[src/rtl/cdc_xfer_arbiter.sv]
// Source-domain sequencer: arbitrates requesters onto one recirculation-mux synchronizer.
// Define CDC_XFER_RR_EN for round-robin arbitration; otherwise the lowest index wins.
module cdc_xfer_arbiter #(
   parameter int BITS_WIDTH   = 5,
   parameter int NUM_REQ      = 4,
   parameter int PULSE_CYCLES = 2,
   parameter int HOLD_CYCLES  = 3
) (
   input  logic                          clk_src,
   input  logic                          rst,
   input  logic [NUM_REQ-1:0]            req,
   input  logic [NUM_REQ*BITS_WIDTH-1:0] req_data,
   output logic [NUM_REQ-1:0]            grant,
   output logic                          busy,
   output logic                          done,
   output logic [BITS_WIDTH-1:0]         sync_data,
   output logic                          sync_ctrl
);

   localparam int PTR_W  = $clog2(NUM_REQ);
   localparam int MAX_PH = (PULSE_CYCLES > HOLD_CYCLES) ? PULSE_CYCLES : HOLD_CYCLES;
   localparam int CNT_W  = $clog2(MAX_PH + 1);

   typedef enum logic [1:0] {IDLE, SETUP, PULSE, HOLD} state_t;

   state_t                  state, state_d;
   logic [CNT_W-1:0]        cnt, cnt_d;
   logic [PTR_W-1:0]        winner;
   logic [BITS_WIDTH-1:0]   sel_data;
   logic                    any_req;
   logic                    take;
   logic [NUM_REQ-1:0]      grant_d;
   logic [BITS_WIDTH-1:0]   sync_data_d;
   logic                    busy_d, done_d, sync_ctrl_d;

   assign any_req = |req;
   assign take    = (state == IDLE) && any_req;

`ifdef CDC_XFER_RR_EN
   logic [PTR_W-1:0] rr_ptr;

   // Search upward from the pointer, wrapping past NUM_REQ-1 back to 0.
   always_comb begin
      logic             found;
      logic [PTR_W:0]   cand;
      winner = '0;
      found  = 1'b0;
      cand   = '0;
      for (int k = 0; k < NUM_REQ; k++) begin
         cand = {1'b0, rr_ptr} + (PTR_W+1)'(k);
         if (cand >= (PTR_W+1)'(NUM_REQ))
            cand = cand - (PTR_W+1)'(NUM_REQ);
         if (!found && req[cand[PTR_W-1:0]]) begin
            found  = 1'b1;
            winner = cand[PTR_W-1:0];
         end
      end
   end

   always_ff @(posedge clk_src) begin
      if (rst)
         rr_ptr <= '0;
      else if (take)
         rr_ptr <= (winner == PTR_W'(NUM_REQ - 1)) ? '0 : winner + 1'b1;
   end
`else
   always_comb begin
      winner = '0;
      for (int k = NUM_REQ - 1; k >= 0; k--)
         if (req[k]) winner = PTR_W'(k);
   end
`endif

   always_comb begin
      sel_data = '0;
      for (int k = 0; k < NUM_REQ; k++)
         if (winner == PTR_W'(k)) sel_data = req_data[k*BITS_WIDTH +: BITS_WIDTH];
   end

   // State register; every output is registered here alongside the FSM.
   always_ff @(posedge clk_src) begin
      // NOTE: non-blocking assignments so every register samples pre-edge values.
      if (rst) begin
         state     <= IDLE;
         cnt       <= '0;
         grant     <= '0;
         busy      <= 1'b0;
         done      <= 1'b0;
         sync_data <= '0;
         sync_ctrl <= 1'b0;
      end else begin
         state     <= state_d;
         cnt       <= cnt_d;
         grant     <= grant_d;
         busy      <= busy_d;
         done      <= done_d;
         sync_data <= sync_data_d;
         sync_ctrl <= sync_ctrl_d;
      end
   end

   // Next state; the phase counter is reloaded on every state entry.
   always_comb begin
      // NOTE: defaults first so no path through the case leaves a latch behind.
      state_d = state;
      cnt_d   = cnt;
      case (state)
         IDLE: begin
            if (any_req) begin
               state_d = SETUP;
               cnt_d   = '0;
            end
         end
         SETUP: begin
            state_d = PULSE;
            cnt_d   = CNT_W'(PULSE_CYCLES - 1);
         end
         PULSE: begin
            if (cnt == '0) begin
               state_d = HOLD;
               cnt_d   = CNT_W'(HOLD_CYCLES - 1);
            end else begin
               cnt_d = cnt - 1'b1;
            end
         end
         HOLD: begin
            if (cnt == '0) state_d = IDLE;
            else           cnt_d   = cnt - 1'b1;
         end
         default: begin
            state_d = IDLE;
            cnt_d   = '0;
         end
      endcase
   end

   // Output values for the cycle after this edge, derived from the next state.
   always_comb begin
      grant_d     = take ? (NUM_REQ'(1) << winner) : '0;
      sync_data_d = take ? sel_data : sync_data;
      busy_d      = (state_d != IDLE);
      sync_ctrl_d = (state_d == PULSE);
      done_d      = (state_d == HOLD) && (cnt_d == '0);
   end

endmodule
[config.mk]
export PLATFORM = sky130hd
export DESIGN_NAME = cdc_xfer_arbiter
export DESIGN_NICKNAME = d
export VERILOG_FILES = /design/src/rtl/cdc_xfer_arbiter.sv
export SDC_FILE = /design/constraint.sdc
export NUM_CORES = 1
export LEC_CHECK = 0
export ABC_CLOCK_PERIOD_IN_PS = 1700
export CAP_MARGIN = 10
export CORE_MARGIN = 4
export CORE_UTILIZATION = 27
export DETAILED_ROUTE_END_ITERATION = 8
export PLACE_DENSITY = 0.56
export SYNTH_ARGS = -nofsm -noshare
export SYNTH_HDL_FRONTEND = slang
export SYNTH_SLANG_ARGS = --single-unit
[constraint.sdc]
create_clock -name clk_src -period 1.7 [get_ports clk_src]
set_input_delay 0.34 -clock clk_src [delete_from_list [all_inputs] [get_ports clk_src]]
set_output_delay 0.34 -clock clk_src [all_outputs]
set_load 0.05 [all_outputs]
==> results of run 1 <==
==> layer usage <==
layer,share of wire [%],vias up,routed length [um],track usage (%)
met5,0,-,0,0
met4,1.3,0,30,5.391
met3,6.3,4,140,3.552
met2,47,33,1037,18.64
met1,46,384,1018,14.19
li1,-,445,-,-
==> path summary, 6_finish.rpt <==
| kind | start | endpoint | cells after the start |
|---|---|---|---|
| worst min-delay path | sync_data[3] | sync_data[3] | 2 |
| worst max-delay path | req[1] | cnt[1] | 5 |
| worst min register to register | sync_data[3] | sync_data[3] | 2 |
| worst max register to register | state[1] | grant[3] | 4 |
==> registers in the layout (all words and copies together), names as in the netlist <==
register	flops
busy	1
cnt	2
done	1
grant	4
state	2
sync_ctrl	1
sync_data	5
==> power by group through the flow <==
stage          sequential [mW]  clock (mW)  combinational (mW)
2_1_floorplan            0.571           0               0.172
3_3_place_gp             0.475           0               0.453
3_5_place_dp             0.476           0               0.455
4_1_cts                  0.467       0.201               0.457
5_1_grt                  0.477       0.219               0.496
6_report                 0.468       0.195               0.460
==> tightest hold or removal path, cell delays in order, from the launching register on <==
cell,delay (ns)
dfxtp_1,0.32
nand3b_1,0.08
o31ai_1,0.06
==> cells in the final DEF, fill, tap and decap left out, types with 2 or more instances in the layout <==
cell             count
nor3_2               2
a22oi_1              2
nor2_1               8
a21oi_1              4
nand2_1              3
o21ai_1              2
inv_1                6
o31ai_1              2
buf_4               25
clkdlybuf4s50_1     25
o21bai_1             4
nor3_1               6
clkbuf_4             3
nor2b_1              3
a211oi_1             3
nor4_1               2
ha_1                 3
dfxtp_1             16
a221oi_1             4
nand3b_1             5
==> logic make-up after synthesis <==
family,Yosys count
XOR/XNOR,1
adder cells (fa/ha/maj),3
multiplexers,1
buffers and inverters,13
AO/OA/AOI/OAI,23
AND/OR/NAND/NOR,40
flip-flops,16
==> repair_timing <==
item | in CTS | in global routing
resized for setup | 0 | 2
endpoints found under the hold margin | 0 | 0
setup endpoints to repair | 0 | 1
==> per-stage QoR <==
stage / total power, mW / utilization [%] / setup TNS (ns)
floorplan: 0.7431 / - / 0
global placement: 0.9279 / 44.87 / -1.702
detailed placement: 0.9311 / 44.87 / -1.981
CTS: 1.125 / 45.66 / 0
global route: 1.193 / 46.01 / 0
finish: 1.123 / 46.01 / 0
==> layout make-up <==
cell class	count	area (um2)	area share (%)
multi-input combinational	68	470.5	35.84
timing repair buffer	50	437.9	33.37
sequential	16	320.3	24.40
tap	31	38.79	2.955
clock buffer	3	22.52	1.716
inverter	6	22.52	1.716
==> out/results.txt, run 1 <==
Status: complete, no violations
NetSw: 0.4169 mW
Final nets: 174
Synth Instances: 97
Sink Count: 16
Top-count cell post-synth: dfxtp_1
R2R Setup Slk: 0.37 ns
Setup Buffers After CTS: 0
Final std cells w/o fill: 174
Syn Nets: 126
Antenna viol nets, final: 0
CP bufs+invs: 1
GP Congestion: 0.7424
FMAX: 621.6 MHz
Fin worst setup slack: 0.09112 ns
Post-Synth XOR/XNOR Area: 1.054%
Post-Synth Simple-Gate Area: 29.22%
Die Ht: 63.47 um
Tmin final: 1.609 ns
Worst-Skew Late Latency: 0.28 ns
Post-synth top area share: 38.55%
Buffers on Ports: 37
Worst path max stage delay: 0.59 ns
Via density: 4.977
Vias in the first global route: 858
Syn Area/Cell: 8.565 um2
Post-synthesis mux area share: 1.205%
Layout cells sized above 1: 22.38%
Switching share of power: 37.12%
Worst rel slew slack: 65.78%
Core area: 2853 um2
Seq pwr share: 41.7%
Initial Utilization: 29.12%
Cts-stage hold buffer count: 0
Vias: 866
Initial antenna violation count: 0
Grt ovf: 0
Die area: 4028 um2
Slew @ Worst Pin: 0.5086 ns
Req. time, crit path: 1.93 ns
Critical-path maximum fanout: 4
Critical Path Sink Type: flop
Pre-CTS setup slack: -0.2065 ns
Root Driver: clkbuf_4
Yosys warning count: 0
Kind of critical path: in2reg
Pwr/cell area: 855.6 nW/um2
Power share of the clock group: 17.3%
Layout Skew: 0.003691 ns
First-pass GRT wire length: 3.788 mm
Crit-path slowest cell: or4_4
TritonCTS clock tree: done
Iteration-0 DRC Markers: 13
Final setup fails: 0
# placed instances: 171
Internal: 0.7062 mW
Pre-antenna DRT Iters: 4
Logic pwr share: 41.0%
Area Overhead vs Synth: 57.98%
Unrepaired setup endpoints after global routing: no
Synth area leaders: dfxtp_1 39%, ha_1 4.5%, nand3b_1 4.5%, a221oi_1 4.2%, nor3_1 4.2%
Rows: 19
Global Route Usage Sum: 11.65%
I/O pins: 38
Synth top cells by count: 16 x dfxtp_1, 8 x nor2_1, 7 x nor3_1
CTS max path bufs: 2
Post-synth top area cell: dfxtp_1
Crit path launch type: input port
DR WL/cell: 12.80 um
Worst hold margin: 0.4978 ns
Final Instance Area: 1313 um2
HPWL after DPL: 1.852 mm
CP cell instances: clkdlybuf4s50_1 > or4_4 > nor3_2 > a22o_1 > and2b_1
Chip width: 63.47 um
EDFF count, synth: 0
Drt total wl: 2.227 mm
Synth Flop Type: dfxtp_1
Total CTS buffers: 3
Placed Area: 1280 um2
Final hold vios: 0
Tightest Hold Check Type: reg2reg
Clk slew on worst S/H paths: 0.08 ns
# DRC: 0
Static leakage: 0.5572 nW
H-tree depth: 1
Syn Std Cell Area: 830.8 um2
Final period util: 94.64%
Largest family of logic cells by synthesized area: simple AND/OR/NAND/NOR gates
Peak supply drop: 0.2643 mV
Adder-Cell Fraction of Synth Area: 4.518%
WP data arrival: 1.84 ns
Sequential-to-total area share from yosys stat: 38.55%
Filler instances: 289
Final slew viol count: 0
Largest net degree at the start of global routing: 12
Max Cap Viol: 0
Synth Area in Compound Gates: 19.43%
Diodes inserted: 0
Post-synth cell types: 34
Largest delay share family, worst path: simple AND/OR/NAND/NOR gates
Ys async rst share: 0%
Number of synthesized register bits: 16
No activity file was read; power rests on OpenSTA's default activity.
==> run 2, diff against run 1 <==
--- a/config.mk
+++ b/config.mk
@@ -10,7 +10,8 @@
 export CORE_MARGIN = 4
 export CORE_UTILIZATION = 27
 export DETAILED_ROUTE_END_ITERATION = 8
-export PLACE_DENSITY = 0.56
+export PLACE_DENSITY_LB_ADDON = 0.12
+export SLEW_MARGIN = 10
 export SYNTH_ARGS = -nofsm -noshare
 export SYNTH_HDL_FRONTEND = slang
 export SYNTH_SLANG_ARGS = --single-unit
==> run 2 against run 1 <==
Core utilization up 0.57 points. Worst hold slack gained 0.0036 ns. Non-clock buffer count grew 1. Critical endpoint is now sync_data[3]. Largest cell class unchanged.
==> out/results.txt, run 2 (same netlist as run 1, synthesis figures left out) <==
Initial antenna violation count: 0 (unchanged)
Iteration-0 DRC Markers: 17 (was 13)
Sink Count: 16 (unchanged)
Tmin final: 1.585 ns (was 1.609 ns)
First-pass GRT wire length: 3.801 mm (was 3.788 mm)
Critical Path Sink Type: flop (unchanged)
Vias: 854 (was 866)
Kind of critical path: in2reg (unchanged)
CTS max path bufs: 2 (unchanged)
Core area: 2853 um2 (unchanged)
Max FFs per register: 5 (unchanged)
Total CTS buffers: 3 (unchanged)
Largest net degree at the start of global routing: 13 (was 12)
Die Ht: 63.47 um (unchanged)
Worst rel slew slack: 68.31% (was 65.78%)
Layout Skew: 0.003343 ns (was 0.003691 ns)
GP Congestion: 0.7395 (was 0.7424)
WP data arrival: 1.80 ns (was 1.84 ns)
Die area: 4028 um2 (unchanged)
Pre-CTS setup slack: -0.2437 ns (was -0.2065 ns)
Final hold vios: 0 (unchanged)
Power share of the clock group: 21.7% (was 17.3%)
Tightest Hold Check Type: reg2reg (unchanged)
Pwr/cell area: 888.1 nW/um2 (was 855.6 nW/um2)
Drt total wl: 2.208 mm (was 2.227 mm)
Worst hold margin: 0.5014 ns (was 0.4978 ns)
Req. time, crit path: 1.91 ns (was 1.93 ns)
Critical-path maximum fanout: 6 (was 4)
Crit path launch type: input port (unchanged)
Switching share of power: 36.19% (was 37.12%)
Buffers on Ports: 37 (unchanged)
Layout cells sized above 1: 23.45% (was 22.38%)
Root Driver: clkbuf_4 (unchanged)
Max Cap Viol: 0 (unchanged)
Final period util: 93.22% (was 94.64%)
Top Registers: sync_data x5, grant x4 (unchanged)
Final slew viol count: 0 (unchanged)
Grt ovf: 0 (unchanged)
Logic pwr share: 38.5% (was 41.0%)
HPWL after DPL: 1.811 mm (was 1.852 mm)
Filler instances: 300 (was 289)
I/O pins: 38 (unchanged)
Seq pwr share: 39.8% (was 41.7%)
Fin worst setup slack: 0.1152 ns (was 0.09112 ns)
Static leakage: 0.5684 nW (was 0.5572 nW)
Rows: 19 (unchanged)
Global Route Usage Sum: 11.74% (was 11.65%)
Largest register by flop count: sync_data (unchanged)
Area Overhead vs Synth: 59.94% (was 57.98%)
Final nets: 175 (was 174)
Cts-stage hold buffer count: 0 (unchanged)
Clk slew on worst S/H paths: 0.09 ns (was 0.08 ns)
Unrepaired setup endpoints after global routing: no (unchanged)
H-tree depth: 1 (unchanged)
TritonCTS clock tree: done (unchanged)
Commonest non-fill, non-tap cell in the layout: buf_4
Chip width: 63.47 um (unchanged)
Status: complete, no violations (unchanged)
Final setup fails: 0 (unchanged)
DR WL/cell: 12.55 um (was 12.80 um)
FMAX: 631.0 MHz (was 621.6 MHz)
Initial Utilization: 29.12% (unchanged)
Final Util: 46.58% (was 46.01%)
Final Instance Area: 1329 um2 (was 1313 um2)
NetSw: 0.4271 mW (was 0.4169 mW)
Setup_tns: 0 ns (unchanged)
Via density: 4.852 (was 4.977)
Placed Area: 1287 um2 (was 1280 um2)
Most frequent cells in the layout: 26 x buf_4, 25 x clkdlybuf4s50_1, 16 x dfxtp_1, 8 x nor2_1 (was 25 x clkdlybuf4s50_1, 25 x buf_4, 16 x dfxtp_1, 8 x nor2_1)
Pre-antenna DRT Iters: 4 (unchanged)
Internal: 0.7530 mW (was 0.7062 mW)
Diodes inserted: 0 (unchanged)
Vias in the first global route: 856 (was 858)
Slew @ Worst Pin: 0.4711 ns (was 0.5086 ns)
Antenna viol nets, final: 0 (unchanged)
# DRC: 0 (unchanged)
Worst-Skew Late Latency: 0.29 ns (was 0.28 ns)
Peak supply drop: 0.3252 mV (was 0.2643 mV)
run 2: final timing paths:
| path | start | end | cells past startpoint | slack (ns) |
|---|---|---|---|---|
| setup reg to reg | state[1] | grant[3] | 4 | 0.37 |
| setup / recovery | req[1] | sync_data[3] | 6 | 0.12 |
| hold reg to reg | sync_data[4] | sync_data[4] | 2 | 0.50 |
| hold / removal | sync_data[4] | sync_data[4] | 2 | 0.50 |
run 2: power by group through the flow:
stage / registers, mW / logic (mW) / clock network (mW)
CTS: 0.468 / 0.458 / 0.267
global route: 0.478 / 0.492 / 0.279
floorplan: 0.571 / 0.172 / 0
detailed placement: 0.476 / 0.458 / 0
global placement: 0.475 / 0.455 / 0
finish: 0.470 / 0.454 / 0.256
run 2: stage by stage:
stage                     instances  total power, mW
final                           176            1.180
after global routing            176            1.248
after CTS                       176            1.192
after detailed placement        172           0.9337
after global placement          172           0.9301
after floorplan                  97           0.7431
run 2: final cells by class:
class                   instances  area (um2)  share of cell area (%)
multi-input cells              68       465.4                   35.03
repair buffers                 51       445.4                   33.52
flip-flops and latches         16       320.3                   24.11
well taps                      31       38.79                   2.919
clock buffers                   4       36.28                   2.731
inverters                       6       22.52                   1.695
run 2: per-layer routing:
layer	wire, um	track usage [%]
met1	991	14.12
met2	1007	18.38
met3	137	2.664
met4	72	8.086
met5	0	0
run 2: critical path: stages:
cell,delay [ns]
clkdlybuf4s50_1,0.46
or4_4,0.57
nand2_2,0.14
buf_4,0.14
nand3b_1,0.07
o31ai_1,0.07
run 2: timing repair:
action / 4_1_cts / 5_1_grt
buffers inserted: 0 / 0
endpoints found under the setup margin: 0 / 1
gates resized for setup: 0 / 1
==> run 3, diff against run 2 <==
--- a/config.mk
+++ b/config.mk
@@ -11,7 +11,7 @@
 export CORE_UTILIZATION = 27
 export DETAILED_ROUTE_END_ITERATION = 8
 export PLACE_DENSITY_LB_ADDON = 0.12
-export SLEW_MARGIN = 10
+export SLEW_MARGIN = 20
 export SYNTH_ARGS = -nofsm -noshare
 export SYNTH_HDL_FRONTEND = slang
 export SYNTH_SLANG_ARGS = --single-unit
==> results of run 3 <==
Final layout, timing and power as in run 2 (identical DEF).
==> variant 1 (config.mk and constraints of run 2) <==
Take the reset off `sync_data` and load it in a clocked block of its own.
--- a/src/rtl/cdc_xfer_arbiter.sv
+++ b/src/rtl/cdc_xfer_arbiter.sv
@@ -86,7 +86,6 @@
          grant     <= '0;
          busy      <= 1'b0;
          done      <= 1'b0;
-         sync_data <= '0;
          sync_ctrl <= 1'b0;
       end else begin
          state     <= state_d;
@@ -94,9 +93,12 @@
          grant     <= grant_d;
          busy      <= busy_d;
          done      <= done_d;
-         sync_data <= sync_data_d;
          sync_ctrl <= sync_ctrl_d;
       end
+   end
+
+   always_ff @(posedge clk_src) begin
+      sync_data <= sync_data_d;
    end
 
    // Next state; the phase counter is reloaded on every state entry.
Behaviour: not the same (a bounded check fails within 4 cycles, from zero or initial values and one cycle with rst high).
==> variant 1 against run 2 <==
  * Clock skew fell by 0.0030 ns
  * Synthesized area is 2.7% lower
  * Final area down 7.0%
  * Final cell count down 5.7%
  * Sequential cell count unchanged
  * Setup slack improved by 0.075 ns
  * Global-route usage fell by 1.6 points
  * Synthesized cell count shrank 5.2%
  * Maximum frequency increased by 4.9%
  * Sequential power increased by 3%
  * Wire length shrank 13%
  * First-iteration DRC count is 5.9% higher
  * Power fell by 7.5%
==> variant 1: results (changes against run 2) <==
place_ws_ns: -0.119  # +0.124 ns
gr-usage-met3_pct: 3.42  # +0.75 points
gr-usage-met2_pct: 16.2  # -2.1 points
final_layout_size_suffix_gt1_share_pct: 22.2  # -1.2 points
status: "complete, no violations"
syn-num-nets: 121  # -4.0%
wl_met3_um: 103  # -25%
synth_xor_area_share_pct: 1.08  # +0.029 points
leakage_uw: 0.000532  # -6.5%
hold_end: "cnt[1]$_SDFF_PP0_"
rr_endpoint: "done$_SDFF_PP0_"
dpl_cell_area_sq_mm: 0.00121  # -6.0%
place_congestion: 0.796  # +7.6%
first_pass_iters: 3  # -1
wl_met1_um: 858  # -13%
grt_pass1_wl_um: 3220  # -15%
cp_max_fo: 5  # -1
vdd_drop_max_mv: 0.285  # -12%
synthTopCellsByCount: "nor2_1, dfxtp_1, nand2_1"
grt_pass1_vias: 771  # -9.9%
synth.area.top_cells: "dfxtp_1, edfxtp_1, nor2_1"
cts_root_buf: "clkbuf_4"
wire_per_inst_um: 11.6  # -7.8%
fin_skew_ns: 0.000332  # -0.00301 ns
hpwl_um: 1620  # -11%
r2r_start: "cnt[1]$_SDFF_PP0_"
grtUsageTotal_pct: 10.1  # -1.6 points
synth_edf_count: 5  # +5
synth_adder_area_share_pct: 4.64  # +0.13 points
wl_met2_um: 948  # -5.9%
syn_avg_cell_area_sq_um: 8.79  # +2.6%
first_iter_violations: 18  # +1
highest_layer: "met4"
fin_ws_ns: 0.190  # +0.0747 ns
tightest_slew_ns: 0.331  # -0.140 ns
nNetsFinal: 165  # -5.7%
use_met1_pct: 12.6  # -1.5 points
synth.area.mux_share_pct: 1.24  # +0.034 points
synth_cell_type_count: 29  # -15%
hold_start: "cnt[1]$_SDFF_PP0_"
==> variant 1: logic make-up after synthesis <==
family / after synthesis
multiplexers: 1
AND/OR/NAND/NOR: 37
XOR/XNOR: 1
buffers and inverters: 13
AO/OA/AOI/OAI: 21
adder cells (fa/ha/maj): 3
flip-flops: 16
==> variant 1: worst max path at each step <==
stage,from,endpoint,depth (start not counted)
after global routing,req[0],cnt[1]$_SDFF_PP0_,5
after global placement,req[1],sync_data[4]$_DFFE_PN_,4
after floorplan,req[2],sync_data[0]$_DFFE_PN_,4
final,req[1],sync_data[4]$_DFFE_PN_,4
after detailed placement,req[1],sync_data[1]$_DFFE_PN_,4
after CTS,req[1],sync_data[4]$_DFFE_PN_,4
==> variant 1: power breakdown <==
part / total, uW / leakage (uW) / internal [uW] / switching (uW)
sequential: 485 / 0.000140 / 452 / 33.0
clock: 203 / 0.0000150 / 91.1 / 112
combinational: 404 / 0.000377 / 170 / 234
total: 1090 / 0.000532 / 713 / 379
==> variant 1: through the flow <==
stage | setup TNS (ns) | std cells | total power (uW) | util, % | hold slack, ns
4_1_cts | 0 | 166 | 1110 | 44.1 | 0.608
2_1_floorplan | 0 | 92 | 748 | - | 0.409
5_1_grt | 0 | 166 | 1150 | 44.1 | 0.654
3_3_place_gp | -0.943 | 162 | 900 | 43.1 | 0.573
3_5_place_dp | -1.12 | 162 | 903 | 43.1 | 0.590
6_report | 0 | 166 | 1090 | 44.1 | 0.602
==> variant 1: critical path: cells and delay by family <==
kind          cells  cell delay [ns]
simple gates      2             0.67
buf+inv           2             0.53
==> variant 1: cell type report <==
type | count | area (sq um)
repair buffers | 44 | 393
flip-flops and latches | 16 | 370
multi-input cells | 63 | 378
well taps | 31 | 38.8
clock buffers | 4 | 26.3
inverters | 8 | 30.0
fillers | 306 | 1570
==> variant 2 (config.mk and constraints of run 2) <==
Made on the original files. The option `CDC_XFER_RR_EN` is turned on by a define.
--- a/src/rtl/cdc_xfer_arbiter.sv
+++ b/src/rtl/cdc_xfer_arbiter.sv
@@ -1,5 +1,7 @@
 // Source-domain sequencer: arbitrates requesters onto one recirculation-mux synchronizer.
 // Define CDC_XFER_RR_EN for round-robin arbitration; otherwise the lowest index wins.
+`define CDC_XFER_RR_EN
+
 module cdc_xfer_arbiter #(
    parameter int BITS_WIDTH   = 5,
    parameter int NUM_REQ      = 4,
Check against the original RTL: not equivalent (a bounded check fails within 10 cycles, from zero or initial values and one cycle with rst high).
==> variant 2 against run 2 <==
  * The run now ends with setup timing left
  * Final area grew 33%
  * Sequential cell count grew 2
  * Final cell count grew 24%
  * Synthesized area grew 26%
  * Count of clock-buffer cells in the layout shrank 1
  * First-iteration DRC count grew 53%
  * Power grew 60%
  * Utilization grew 1.3 points
  * Setup slack lost 0.17 ns
  * Wire length grew 27%
  * Clock power grew 18%
==> variant 2: results (changes against run 2) <==
r2r_start: "rr_ptr[1]$_SDFFE_PP0P_"
vdd_drop_max_mv: 0.479  # +47%
grtUsageTotal_pct: 12.2  # +0.42 points
hold_end: "cnt[0]$_SDFF_PP0_"
hold-worst-slack_ns: 0.493  # -0.00845 ns
place_ws_ns: -0.760  # -0.516 ns
postCtsSetupBuffers: 1  # +1
setup-tns-final_ns: -0.219  # -0.219 ns
dpl_cell_area_sq_mm: 0.00162  # +26%
syn-num-nets: 149  # +18%
antenna_found_initial: 0  # unchanged
rr_endpoint: "sync_data[3]$_SDFFE_PP0P_"
wire_per_inst_um: 12.9  # +2.8%
cts_root_buf: "clkbuf_8"
cts_resized: 18  # +18
fin_ws_ns: -0.0571  # -0.172 ns
relSlewSlack_pct: 78.3  # +10 points
synth_cell_type_count: 30  # -12%
gr-usage-met2_pct: 18.6  # +0.19 points
wl_met2_um: 1250  # +24%
ff2ff_path_depth: 9  # +5
syn_avg_cell_area_sq_um: 9.00  # +5.0%
layoutNonFillerInstCount: 218  # +24%
status: "finished, violations left"
leakage_uw: 0.000697  # +23%
hpwl_um: 2130  # +18%
cpLargestDelayFamily: "compound AO/OA/AOI/OAI gates"
first_iter_violations: 26  # +9
gr-usage-met3_pct: 3.31  # +0.65 points
synth.area.top_cells: "dfxtp_1, ha_1, a21oi_1"
num_vias: 1016  # +19%
top_regs: "sync_data x5, grant x4"
grt_max_degree: 18  # +5
slowest_stage: "dfxtp_4"
synth.yosys.seq_area_share_pct: 34.5  # -4.0 points
insertion_delay_ns: 0.25  # -0.04 ns
synth_edf_count: 0  # unchanged
path_clk_slew_ns: 0.07  # -0.02 ns
hold_start: "cnt[0]$_SDFF_PP0_"
grt_pass1_vias: 1070  # +25%
grt_pass1_wl_um: 4870  # +28%
seq_area_sq_um: 364  # +14%
finalSetupViolCount: 5  # +5
htreeDepth: 1  # unchanged
placed_cells: 213  # +24%
cp_max_fo: 10  # +4
fin_skew_ns: 0.00249  # -0.000854 ns
cp.arrival_ns: 1.94  # +0.14 ns
synthTopCellsByCount: "dfxtp_1, nor2_1, a21oi_1"
place_congestion: 0.769  # +3.9%
fillCellCount: 359  # +20%
violations: "setup timing"
wl_met3_um: 152  # +11%
slowest_delay_ns: 0.37  # -0.20 ns
final_layout_size_suffix_gt1_share_pct: 41.2  # +18 points
wl_met1_um: 1360  # +37%
min_path_cells: 2  # unchanged
use_met1_pct: 15.9  # +1.8 points
## variant 2: cell count changes in the layout (fill, tap and decap cells not counted), sizes merged, moves of 4 or more
cell / run 2 / this run
a21oi: 4 / 12
buf: 26 / 34
nor2: 8 / 13
a211oi: 3 / 7
clkdlybuf4s50: 25 / 21
ha: 3 / 7
inv: 6 / 10
nor4: 2 / 6
o21bai: 4 / 0
## variant 2: final cells by class
class / instances / share of cell area [%]
clock buffers: 3 / 2.34
inverters: 10 / 2.27
multi-input cells: 80 / 40.6
flip-flops and latches: 18 / 20.6
well taps: 48 / 3.40
repair buffers: 59 / 30.8
## variant 2: worst max-delay path by stage
stage / cells after the start / slack (ns) / start / to
CTS: 9 / -0.06 / rr_ptr[1]$_SDFFE_PP0P_ / sync_data[1]$_SDFFE_PP0P_
global placement: 9 / -0.72 / req[0] / sync_data[3]$_SDFFE_PP0P_
detailed placement: 9 / -0.76 / req[0] / sync_data[3]$_SDFFE_PP0P_
global route: 9 / -0.18 / rr_ptr[1]$_SDFFE_PP0P_ / sync_data[1]$_SDFFE_PP0P_
finish: 9 / -0.06 / rr_ptr[1]$_SDFFE_PP0P_ / sync_data[3]$_SDFFE_PP0P_
floorplan: 10 / -0.15 / req[0] / sync_data[2]$_SDFFE_PP0P_
## variant 2: cell families (layout without fill, tap and decap cells)
family	after synthesis	count (layout)	synth area share, %
XOR/XNOR	1	1	0.839
multiplexers	2	2	1.92
flip-flops	18	18	34.5
buffers and inverters	18	72	7.55
AND/OR/NAND/NOR	41	41	26.1
AO/OA/AOI/OAI	29	29	20.6
adder cells (fa/ha/maj)	7	7	8.39
## variant 2: report_power, final
group	internal [uW]	total (uW)	leakage (uW)	switching [uW]
Clock	158	301	0.0000216	143
Sequential	496	549	0.000149	53.5
Combinational	494	1040	0.000526	547
Total	1150	1890	0.000697	743
